===== src/rtl/if_fetch_stage.sv =====
// if_fetch_stage: instruction fetch with program-load memory, IF/ID register and IDLE/RUN/HALT control.
module if_fetch_stage #(
  parameter int ADDR_W = 6,
  parameter int DATA_W = 16,
  parameter logic [DATA_W-1:0] NOP_WORD = 16'h0000
) (
  input  logic              clk,
  input  logic              rst_n,
  input  logic [ADDR_W-1:0] pc_in,
  input  logic              hold_in,
  input  logic              flush_in,
  input  logic              start,
  input  logic              prog_we,
  input  logic [ADDR_W-1:0] prog_addr,
  input  logic [DATA_W-1:0] prog_data,
  output logic [DATA_W-1:0] instr_out,
  output logic [ADDR_W-1:0] pc_next_out,
  output logic              valid_out,
  output logic [1:0]        state_out
);
  typedef enum logic [1:0] {S_IDLE = 2'b00, S_RUN = 2'b01, S_HALT = 2'b10} state_t;
  state_t            r_state, w_state_next;
  logic [DATA_W-1:0] r_mem [2**ADDR_W];
  logic [DATA_W-1:0] r_instr, w_instr_next, w_fetch;
  logic [ADDR_W-1:0] r_pc_next, w_pc_next;
  logic              r_valid, w_valid_next, w_load, w_keep, w_is_halt;
  assign w_fetch   = r_mem[pc_in];
  assign w_is_halt = w_fetch[DATA_W-1 -: 4] == 4'hF;
  assign w_keep    = hold_in && !flush_in;
  assign w_load    = r_state == S_RUN && !flush_in && !hold_in;
  // Program memory has no reset so contents survive rst_n.
  always_ff @(posedge clk)
    if (prog_we && r_state == S_IDLE) r_mem[prog_addr] <= prog_data;
  always_ff @(posedge clk or negedge rst_n)
    if (!rst_n) begin
      r_state   <= S_IDLE;
      r_instr   <= NOP_WORD;
      r_pc_next <= '0;
      r_valid   <= 1'b0;
    end else begin
      r_state   <= w_state_next;
      r_instr   <= w_instr_next;
      r_pc_next <= w_pc_next;
      r_valid   <= w_valid_next;
    end
  always_comb begin
    w_state_next = r_state;
    unique case (r_state)
      S_IDLE:  w_state_next = start ? S_RUN : S_IDLE;
      S_RUN:   w_state_next = (w_load && w_is_halt) ? S_HALT : S_RUN;
      S_HALT:  w_state_next = start ? S_IDLE : S_HALT;
      default: w_state_next = S_IDLE;
    endcase
    w_instr_next = w_keep ? r_instr   : w_load ? w_fetch             : NOP_WORD;
    w_pc_next    = w_keep ? r_pc_next : w_load ? pc_in + ADDR_W'(1)  : '0;
    w_valid_next = w_keep ? r_valid   : w_load;
  end
  assign instr_out   = r_instr;
  assign pc_next_out = r_pc_next;
  assign valid_out   = r_valid;
  assign state_out   = r_state;
endmodule


===== config.mk =====
export PLATFORM = sky130hd
export DESIGN_NAME = if_fetch_stage
export DESIGN_NICKNAME = d
export VERILOG_FILES = /design/src/rtl/if_fetch_stage.sv
export SDC_FILE = /design/constraint.sdc
export NUM_CORES = 1
export LEC_CHECK = 0
export CORE_MARGIN = 5
export CORE_UTILIZATION = 45
export CTS_CLUSTER_SIZE = 12
export DETAILED_ROUTE_END_ITERATION = 7
export MAX_ROUTING_LAYER = met4
export RECOVER_POWER = 50
export SYNTH_ARGS = -nofsm -noshare
export SYNTH_HDL_FRONTEND = slang
export SYNTH_SLANG_ARGS = --single-unit
export TNS_END_PERCENT = 5

===== constraint.sdc =====
create_clock -name clk -period 5.4 [get_ports clk]
set_input_delay 1.35 -clock clk [delete_from_list [all_inputs] [get_ports clk]]
set_output_delay 1.35 -clock clk [all_outputs]
set_load 0.02 [all_outputs]

==> impl_metrics.sql, run 1 <==
INSERT INTO impl_metrics (metric_group, metric, value, unit) VALUES
('grt', 'vias_in_the_first_global_route', '19300', ''),
('worst_setup_path', 'endpoint_kind', 'register', ''),
('final_layout', 'filler_cell_count', '6733', ''),
('sta', 'final.hold.worst_slack', '0.487', 'ns'),
('die', 'coreArea', '88500', 'sq um'),
('clock_network', 'cts-root-buf', 'sky130_fd_sc_hd__clkbuf_16', ''),
('final_layout', 'finish.cell_count_without_fillers', '3118', ''),
('clock_network', 'cts-hold-fix-buffers', '0', ''),
('drt', 'vias', '18900', ''),
('drt', 'ant_nets', '0', ''),
('worst_setup_path', 'critical_path_class', 'in -> reg', ''),
('worst_setup_path', 'crit_path_start_kind', 'input port', ''),
('grt', 'number_of_antenna_violations_at_the_first_check_in_global_routing', '5', ''),
('placement', 'port-buffer-count', '58', ''),
('yosys', 'syn-cell-area', '40200', 'sq um'),
('clock_network', 'clkSinkCount', '1049', ''),
('yosys', 'netlist_instances', '1668', ''),
('grt', 'globalRouteTotalUtil', '22.1', '%'),
('pwr', 'p_clk_share', '42.1', '%'),
('final_layout', 'seqCellArea', '31400', 'sq um'),
('final_layout', 'multiInputGateArea', '8450', 'sq um'),
('sta', 'post-route-period-util', '70.4', '%'),
('placement', 'gp_congestion', '0.807', ''),
('pwr', 'power.share.sequential', '52.8', '%'),
('die', 'design.die.area', '95300', 'sq um'),
('run_status', 'run_status', 'complete, but fails checks', ''),
('drt', 'detail_route.vias_per_cell', '6.05', ''),
('sta', 'finalMaxSlewViolations', '1066', ''),
('pwr', 'ir_worst_vdd', '0.256', 'mV'),
('pwr', 'p_int', '13.6', 'mW'),
('run_status', 'violated_checks', 'max-capacitance violations, max-slew violations', ''),
('drt', 'drtPass1Iterations', '5', ''),
('drt', 'avgRoutedWirePerCell', '32.6', 'microns'),
('sta', 'fmaxAchievable', '263', 'MHz'),
('yosys', 'async_set_reset_flop_share_out_of_synthesis', '2.38', '%'),
('pwr', 'power_leakage', '14.4', 'nW'),
('sta', 'worstMarginPinSlew', '3.23', 'ns'),
('sta', 'finish_stage_setup_viols', '0', ''),
('sta', 'grt_setup_unrepaired', 'false', ''),
('worst_setup_path', 'critical_path_arrival', '4.35', 'ns'),
('pwr', 'power.switching', '3.50', 'mW'),
('yosys', 'synthFlopType', 'sky130_fd_sc_hd__edfxtp_1', ''),
('die', 'floorplan.initialDensity', '45.4', '%'),
('die', 'die_height', '309', 'microns'),
('pwr', 'power_density_relative_to_cell_area', '369', 'nW/um^2'),
('pwr', 'switching_share', '20.5', '%'),
('final_layout', 'mostFrequentLayoutCell', 'sky130_fd_sc_hd__edfxtp_1', ''),
('worst_setup_path', 'cp.required', '5.95', 'ns'),
('final_layout', 'mostFrequentLayoutCells', '1,024 x sky130_fd_sc_hd__edfxtp_1, 315 x sky130_fd_sc_hd__mux4_2, 111 x sky130_fd_sc_hd__clkbuf_16, 98 x sky130_fd_sc_hd__buf_4, 60 x sky130_fd_sc_hd__clkbuf_1', ''),
('drt', 'total_length_of_routed_wires', '102000', 'microns'),
('yosys', 'ys.warnings.count', '0', ''),
('sta', 'hold_viol', '0', ''),
('yosys', 'syn-num-nets', '1703', ''),
('final_layout', 'finish.net_count', '1896', ''),
('clock_network', 'cts_tree', 'done', ''),
('clock_network', 'clkTransAtPathRegs', '0.06', 'ns'),
('clock_network', 'tritoncts.num_buffers', '108', ''),
('sta', 'minimum_clock_period', '3.80', 'ns'),
('sta', 'finClkSkew', '0.0218', 'ns'),
('pwr', 'logic_pwr_share', '5.1', '%'),
('yosys', 'synth_edf_count', '1024', ''),
('sta', 'tns', '0', 'ns'),
('die', 'placementRows', '109', ''),
('die', 'die_width', '309', 'microns'),
('job', 'maxCapViolCount', '17', ''),
('worst_hold_path', 'hold_path.class', 'reg -> reg', ''),
('pwr', 'final_total_pwr', '17.1', 'mW'),
('drt', 'drt_iter0_drc', '2110', ''),
('yosys', 'netlist-cell-type-count', '47', ''),
('placement', 'place.detailed.instances', '2916', ''),
('yosys', 'ys_seq_elements', '1049', '');
per-stage QoR:
step / instance area (sq um) / worst slack (ns) / util (%)
floorplan: 40200 / 1.75 / -
global placement: 42800 / 0.934 / 48.3
detailed placement: 42800 / 0.951 / 48.3
CTS: 46200 / 1.67 / 52.2
global route: 46200 / 1.46 / 52.2
finish: 46200 / 1.60 / 52.2
sequential cells by signal (all words and copies together), names as in the netlist:
name         count
pc_next_out      6
instr_out       16
valid_out        1
state_out        2
r_mem         1024
area by class of cell:
type / count / area share, %
Sequential cell: 1049 / 68.0
Multi-Input combinational cell: 528 / 18.3
Clock buffer: 163 / 6.66
Tap cell: 1165 / 3.16
Timing Repair Buffer: 173 / 3.11
Clock inverter: 32 / 0.770
Antenna cell: 7 / 0.0379
Inverter: 1 / 0.00813
final timing paths:
path                           startpoint  cells after the start        endpoint
min in group asynchronous           rst_n                      2    instr_out[1]
max in group asynchronous           rst_n                      2    instr_out[9]
min                        pc_next_out[2]                      2  pc_next_out[2]
max reg2reg                  state_out[0]                      5    state_out[0]
max                              pc_in[1]                      8    state_out[1]
min reg2reg                pc_next_out[2]                      2  pc_next_out[2]
power by group through the flow:
| stage | registers, mW | logic (mW) | clock network (mW) |
|---|---|---|---|
| 6_report | 9.00 | 0.867 | 7.19 |
| 5_1_grt | 9.00 | 0.911 | 7.68 |
| 4_1_cts | 8.99 | 0.883 | 7.31 |
| 3_5_place_dp | 9.16 | 0.882 | 0 |
| 3_3_place_gp | 9.16 | 0.865 | 0 |
| 2_1_floorplan | 9.16 | 0.439 | 0 |
metal layers:
| metal | GRT usage (%) | up-vias | routed length, microns |
|---|---|---|---|
| li1 | - | 7571 | - |
| met1 | 31.0 | 10300 | 42200 |
| met2 | 34.1 | 833 | 49100 |
| met3 | 4.76 | 134 | 8100 |
| met4 | 4.82 | 0 | 2160 |
| met5 | - | - | 0 |
critical path, cell delays in order:
cell                        delay [ns]
sky130_fd_sc_hd__buf_8            0.50
sky130_fd_sc_hd__buf_12           0.42
sky130_fd_sc_hd__mux4_2           0.55
sky130_fd_sc_hd__mux2_2           0.32
sky130_fd_sc_hd__a211oi_1         0.40
sky130_fd_sc_hd__a2bb2oi_1        0.21
sky130_fd_sc_hd__and4_1           0.22
sky130_fd_sc_hd__a21o_1           0.17
synthesized netlist by cell type, types with 8 or more instances:
cell / n / area, sq um
sky130_fd_sc_hd__nor2_1: 71 / 267
sky130_fd_sc_hd__nand2_1: 22 / 82.6
sky130_fd_sc_hd__buf_2: 26 / 130
sky130_fd_sc_hd__a22o_1: 16 / 140
sky130_fd_sc_hd__nor2b_1: 8 / 50.1
sky130_fd_sc_hd__mux2i_1: 16 / 160
sky130_fd_sc_hd__o21ai_0: 9 / 45.0
sky130_fd_sc_hd__dfrtp_1: 25 / 626
sky130_fd_sc_hd__mux4_2: 315 / 7090
sky130_fd_sc_hd__edfxtp_1: 1024 / 30700
sky130_fd_sc_hd__clkbuf_1: 42 / 158
sky130_fd_sc_hd__buf_1: 13 / 48.8
cell families (layout without fill, tap and decap cells):
group	after synthesis	in the layout	synth area share (%)
adder cells (fa/ha/maj)	1	1	0.0311
flip-flops	1049	1049	78.1
multiplexers	337	337	18.2
XOR/XNOR	4	4	0.0872
buffers and inverters	91	369	1.03
AO/OA/AOI/OAI	54	54	0.994
other	0	7	0
AND/OR/NAND/NOR	132	132	1.53
Note: power is estimated with default switching activity, not from simulation.
==> run 2: changes to the inputs <==
- clock period: 5.4 -> 3.2 ns (I/O delays scaled with it)
==> impl_metrics.sql, run 2 (same netlist as run 1, synthesis figures left out) <==
INSERT INTO impl_metrics (metric_group, metric, value, unit) VALUES
('pwr', 'power.share.sequential', '53.5', '%'),
('clock_network', 'cts_repair_resize_count', '0', ''),
('worst_setup_path', 'critPathBufInv', '4', ''),
('final_layout', 'share_of_cells_above_drive_strength_1', '34.5', '%'),
('worst_setup_path', 'cpPeakStageDelay', '0.53', 'ns'),
('sta', 'finish_stage_setup_viols', '0', ''),
('worst_setup_path', 'cp.depth', '11', ''),
('worst_setup_path', 'crit_path_start_kind', 'input port', ''),
('clock_network', 'h-tree-depth', '3', ''),
('die', 'floorplan.io_pins', '59', ''),
('worst_setup_path', 'timing.critical_path.fanout_max', '23', ''),
('sta', 'worst_slack', '0.257', 'ns'),
('worst_hold_path', 'hold_path.class', 'reg -> reg', ''),
('clock_network', 'clock_latency', '0.66', 'ns'),
('grt', 'grt_remaining_overflow', '0', ''),
('worst_hold_path', 'hold_path_cell_cnt', '2', ''),
('die', 'die_width', '309', 'microns'),
('pwr', 'switching_share', '20.6', '%'),
('die', 'design.die.area', '95300', 'sq um'),
('final_layout', 'largest_register_ff_count', '1024', ''),
('drt', 'drt_iter0_drc', '2226', ''),
('clock_network', 'cts-root-buf', 'sky130_fd_sc_hd__clkbuf_16', ''),
('final_layout', 'registers.top_by_ff_count', 'r_mem', ''),
('clock_network', 'clkSinkCount', '1049', ''),
('sta', 'post-route-period-util', '92.0', '%'),
('die', 'die_height', '309', 'microns'),
('worst_setup_path', 'cp.required', '3.74', 'ns'),
('clock_network', 'cts-hold-fix-buffers', '0', ''),
('placement', 'detailedPlace.worstSlack', '-0.396', 'ns'),
('pwr', 'final_total_pwr', '28.4', 'mW'),
('pwr', 'power_leakage', '15.1', 'nW'),
('drt', 'avgRoutedWirePerCell', '32.0', 'microns'),
('final_layout', 'layout.cell_area.non_filler', '47500', 'sq um'),
('worst_setup_path', 'ff2ff_setup_slack', '0.36', 'ns'),
('worst_hold_path', 'min_from', 'valid_out', ''),
('drt', 'vias', '19200', ''),
('sta', 'grt_setup_unrepaired', 'false', ''),
('grt', 'grt_first_pass_wirelength', '147000', 'microns'),
('worst_setup_path', 'critical_path_class', 'in -> reg', ''),
('drt', 'drtPass1Iterations', '5', ''),
('placement', 'gp_congestion', '0.817', ''),
('sta', 'worstMarginPinSlew', '2.66', 'ns'),
('worst_setup_path', 'critical-path-slowest-cell', 'sky130_fd_sc_hd__mux4_2', ''),
('sta', 'finClkSkew', '0.0290', 'ns'),
('worst_setup_path', 'worst_path_top_cell_family_by_delay', 'multiplexers', ''),
('final_layout', 'filler_cell_count', '6632', ''),
('run_status', 'violated_checks', 'max-capacitance violations, max-slew violations', ''),
('worst_hold_path', 'whs_endpoint', 'valid_out', ''),
('pwr', 'power_density_relative_to_cell_area', '597', 'nW/um^2'),
('placement', 'placedInstanceArea', '44400', 'sq um'),
('pwr', 'logic_pwr_share', '5.7', '%'),
('sta', 'finalMaxSlewViolations', '460', ''),
('grt', 'pin_count_of_the_biggest_net_entering_global_routing', '65', ''),
('clock_network', 'tritoncts.num_buffers', '106', ''),
('final_layout', 'mostFrequentLayoutCells', '1,024 x sky130_fd_sc_hd__edfxtp_1, 315 x sky130_fd_sc_hd__mux4_2, 134 x sky130_fd_sc_hd__buf_4, 108 x sky130_fd_sc_hd__clkbuf_16, 70 x sky130_fd_sc_hd__clkbuf_1', ''),
('grt', 'vias_in_the_first_global_route', '19600', ''),
('grt', 'number_of_antenna_violations_at_the_first_check_in_global_routing', '4', ''),
('sta', 'timing.slew.headroom', '-77.3', '%'),
('clock_network', 'post_cts_buffers', '0', ''),
('placement', 'dpl_hpwl', '63600', 'microns'),
('die', 'coreArea', '88500', 'sq um'),
('drt', 'detail_route.vias_per_cell', '5.98', ''),
('worst_setup_path', 'endpoint_kind', 'register', ''),
('grt', 'globalRouteTotalUtil', '22.5', '%'),
('sta', 'tns', '0', 'ns'),
('worst_setup_path', 'timing.rr.start', 'state_out[1]', ''),
('drt', 'total_length_of_routed_wires', '103000', 'microns'),
('worst_setup_path', 'reg2regPathDepth', '5', ''),
('placement', 'port-buffer-count', '58', ''),
('pwr', 'power.switching', '5.83', 'mW'),
('drt', 'post-route-drc-count', '0', ''),
('pwr', 'ir_worst_vdd', '0.394', 'mV'),
('sta', 'fmaxAchievable', '340', 'MHz'),
('drt', 'ant_nets', '0', ''),
('worst_setup_path', 'r2r_end', 'r_mem[43][1]', ''),
('final_layout', 'mostFrequentLayoutCell', 'sky130_fd_sc_hd__edfxtp_1', ''),
('die', 'placementRows', '109', ''),
('final_layout', 'areaGrowthSynthToFinish', '18.2', '%'),
('clock_network', 'cts_buffer_depth', '3', ''),
('clock_network', 'clkTransAtPathRegs', '0.06', 'ns'),
('sta', 'final.hold.worst_slack', '0.497', 'ns'),
('pwr', 'p_int', '22.5', 'mW'),
('run_status', 'run_status', 'complete, but fails checks', ''),
('pwr', 'p_clk_share', '40.8', '%'),
('worst_setup_path', 'critical_path_arrival', '3.48', 'ns'),
('sta', 'minimum_clock_period', '2.94', 'ns'),
('clock_network', 'cts_tree', 'done', ''),
('final_layout', 'finish.net_count', '2004', ''),
('die', 'floorplan.initialDensity', '45.4', '%'),
('sta', 'hold_viol', '0', ''),
('job', 'maxCapViolCount', '11', ''),
('worst_setup_path', 'crit_chain', 'buf_8 > buf_12 > mux4_2 > mux2i_1 > buf_4 > a21oi_1 > a21oi_1 > o21ai_0 > and4_1 > buf_4 > a21o_1', '');
==> run 2: per-stage QoR <==
stage	utilization, %	std cells
CTS	53.8	3212
detailed placement	50.2	3026
finish	53.7	3215
global placement	50.2	3026
global route	53.6	3213
floorplan	-	1668
==> run 2: how the worst max path moves through the flow <==
stage / from / slack [ns] / to
global placement: pc_in[0] / -0.41 / state_out[1]
detailed placement: pc_in[0] / -0.40 / state_out[1]
finish: pc_in[0] / 0.26 / state_out[1]
CTS: pc_in[0] / 0.31 / state_out[1]
floorplan: pc_in[3] / 0.1 / instr_out[10]
global route: prog_data[2] / 0.09 / r_mem[18][2]
==> run 2: area by class of cell <==
type                       count  area [sq um]  area share, %
antenna                        3          7.51         0.0158
clock buffer                 161          2990           6.30
clock inverter                25           230          0.485
inverter                       1          3.75        0.00790
multi-input combinational    528          8460           17.8
sequential                  1049         31400           66.1
tap                         1165          1460           3.07
timing repair buffer         283          2960           6.23
==> run 2: per-layer routing <==
| layer | wire (microns) | vias up | GRT usage (%) |
|---|---|---|---|
| met5 | 0 | - | - |
| met4 | 1590 | 0 | 4.57 |
| met3 | 8260 | 115 | 3.51 |
| met2 | 49000 | 836 | 34.3 |
| met1 | 44000 | 10500 | 33.2 |
| li1 | - | 7803 | - |
==> run 2: worst min-delay path: cells and delay by family, from the launching register on <==
| kind | cells | cell delay, ns |
|---|---|---|
| AND/OR/NAND/NOR | 2 | 0.12 |
| flip-flops | 1 | 0.35 |
==> run 2: power by group through the flow <==
stage	combinational, mW	sequential, mW	clock (mW)
4_1_cts	1.66	15.2	11.8
3_5_place_dp	1.66	15.4	0
3_3_place_gp	1.63	15.4	0
5_1_grt	1.71	15.2	12.4
6_report	1.62	15.2	11.6
2_1_floorplan	0.742	15.5	0
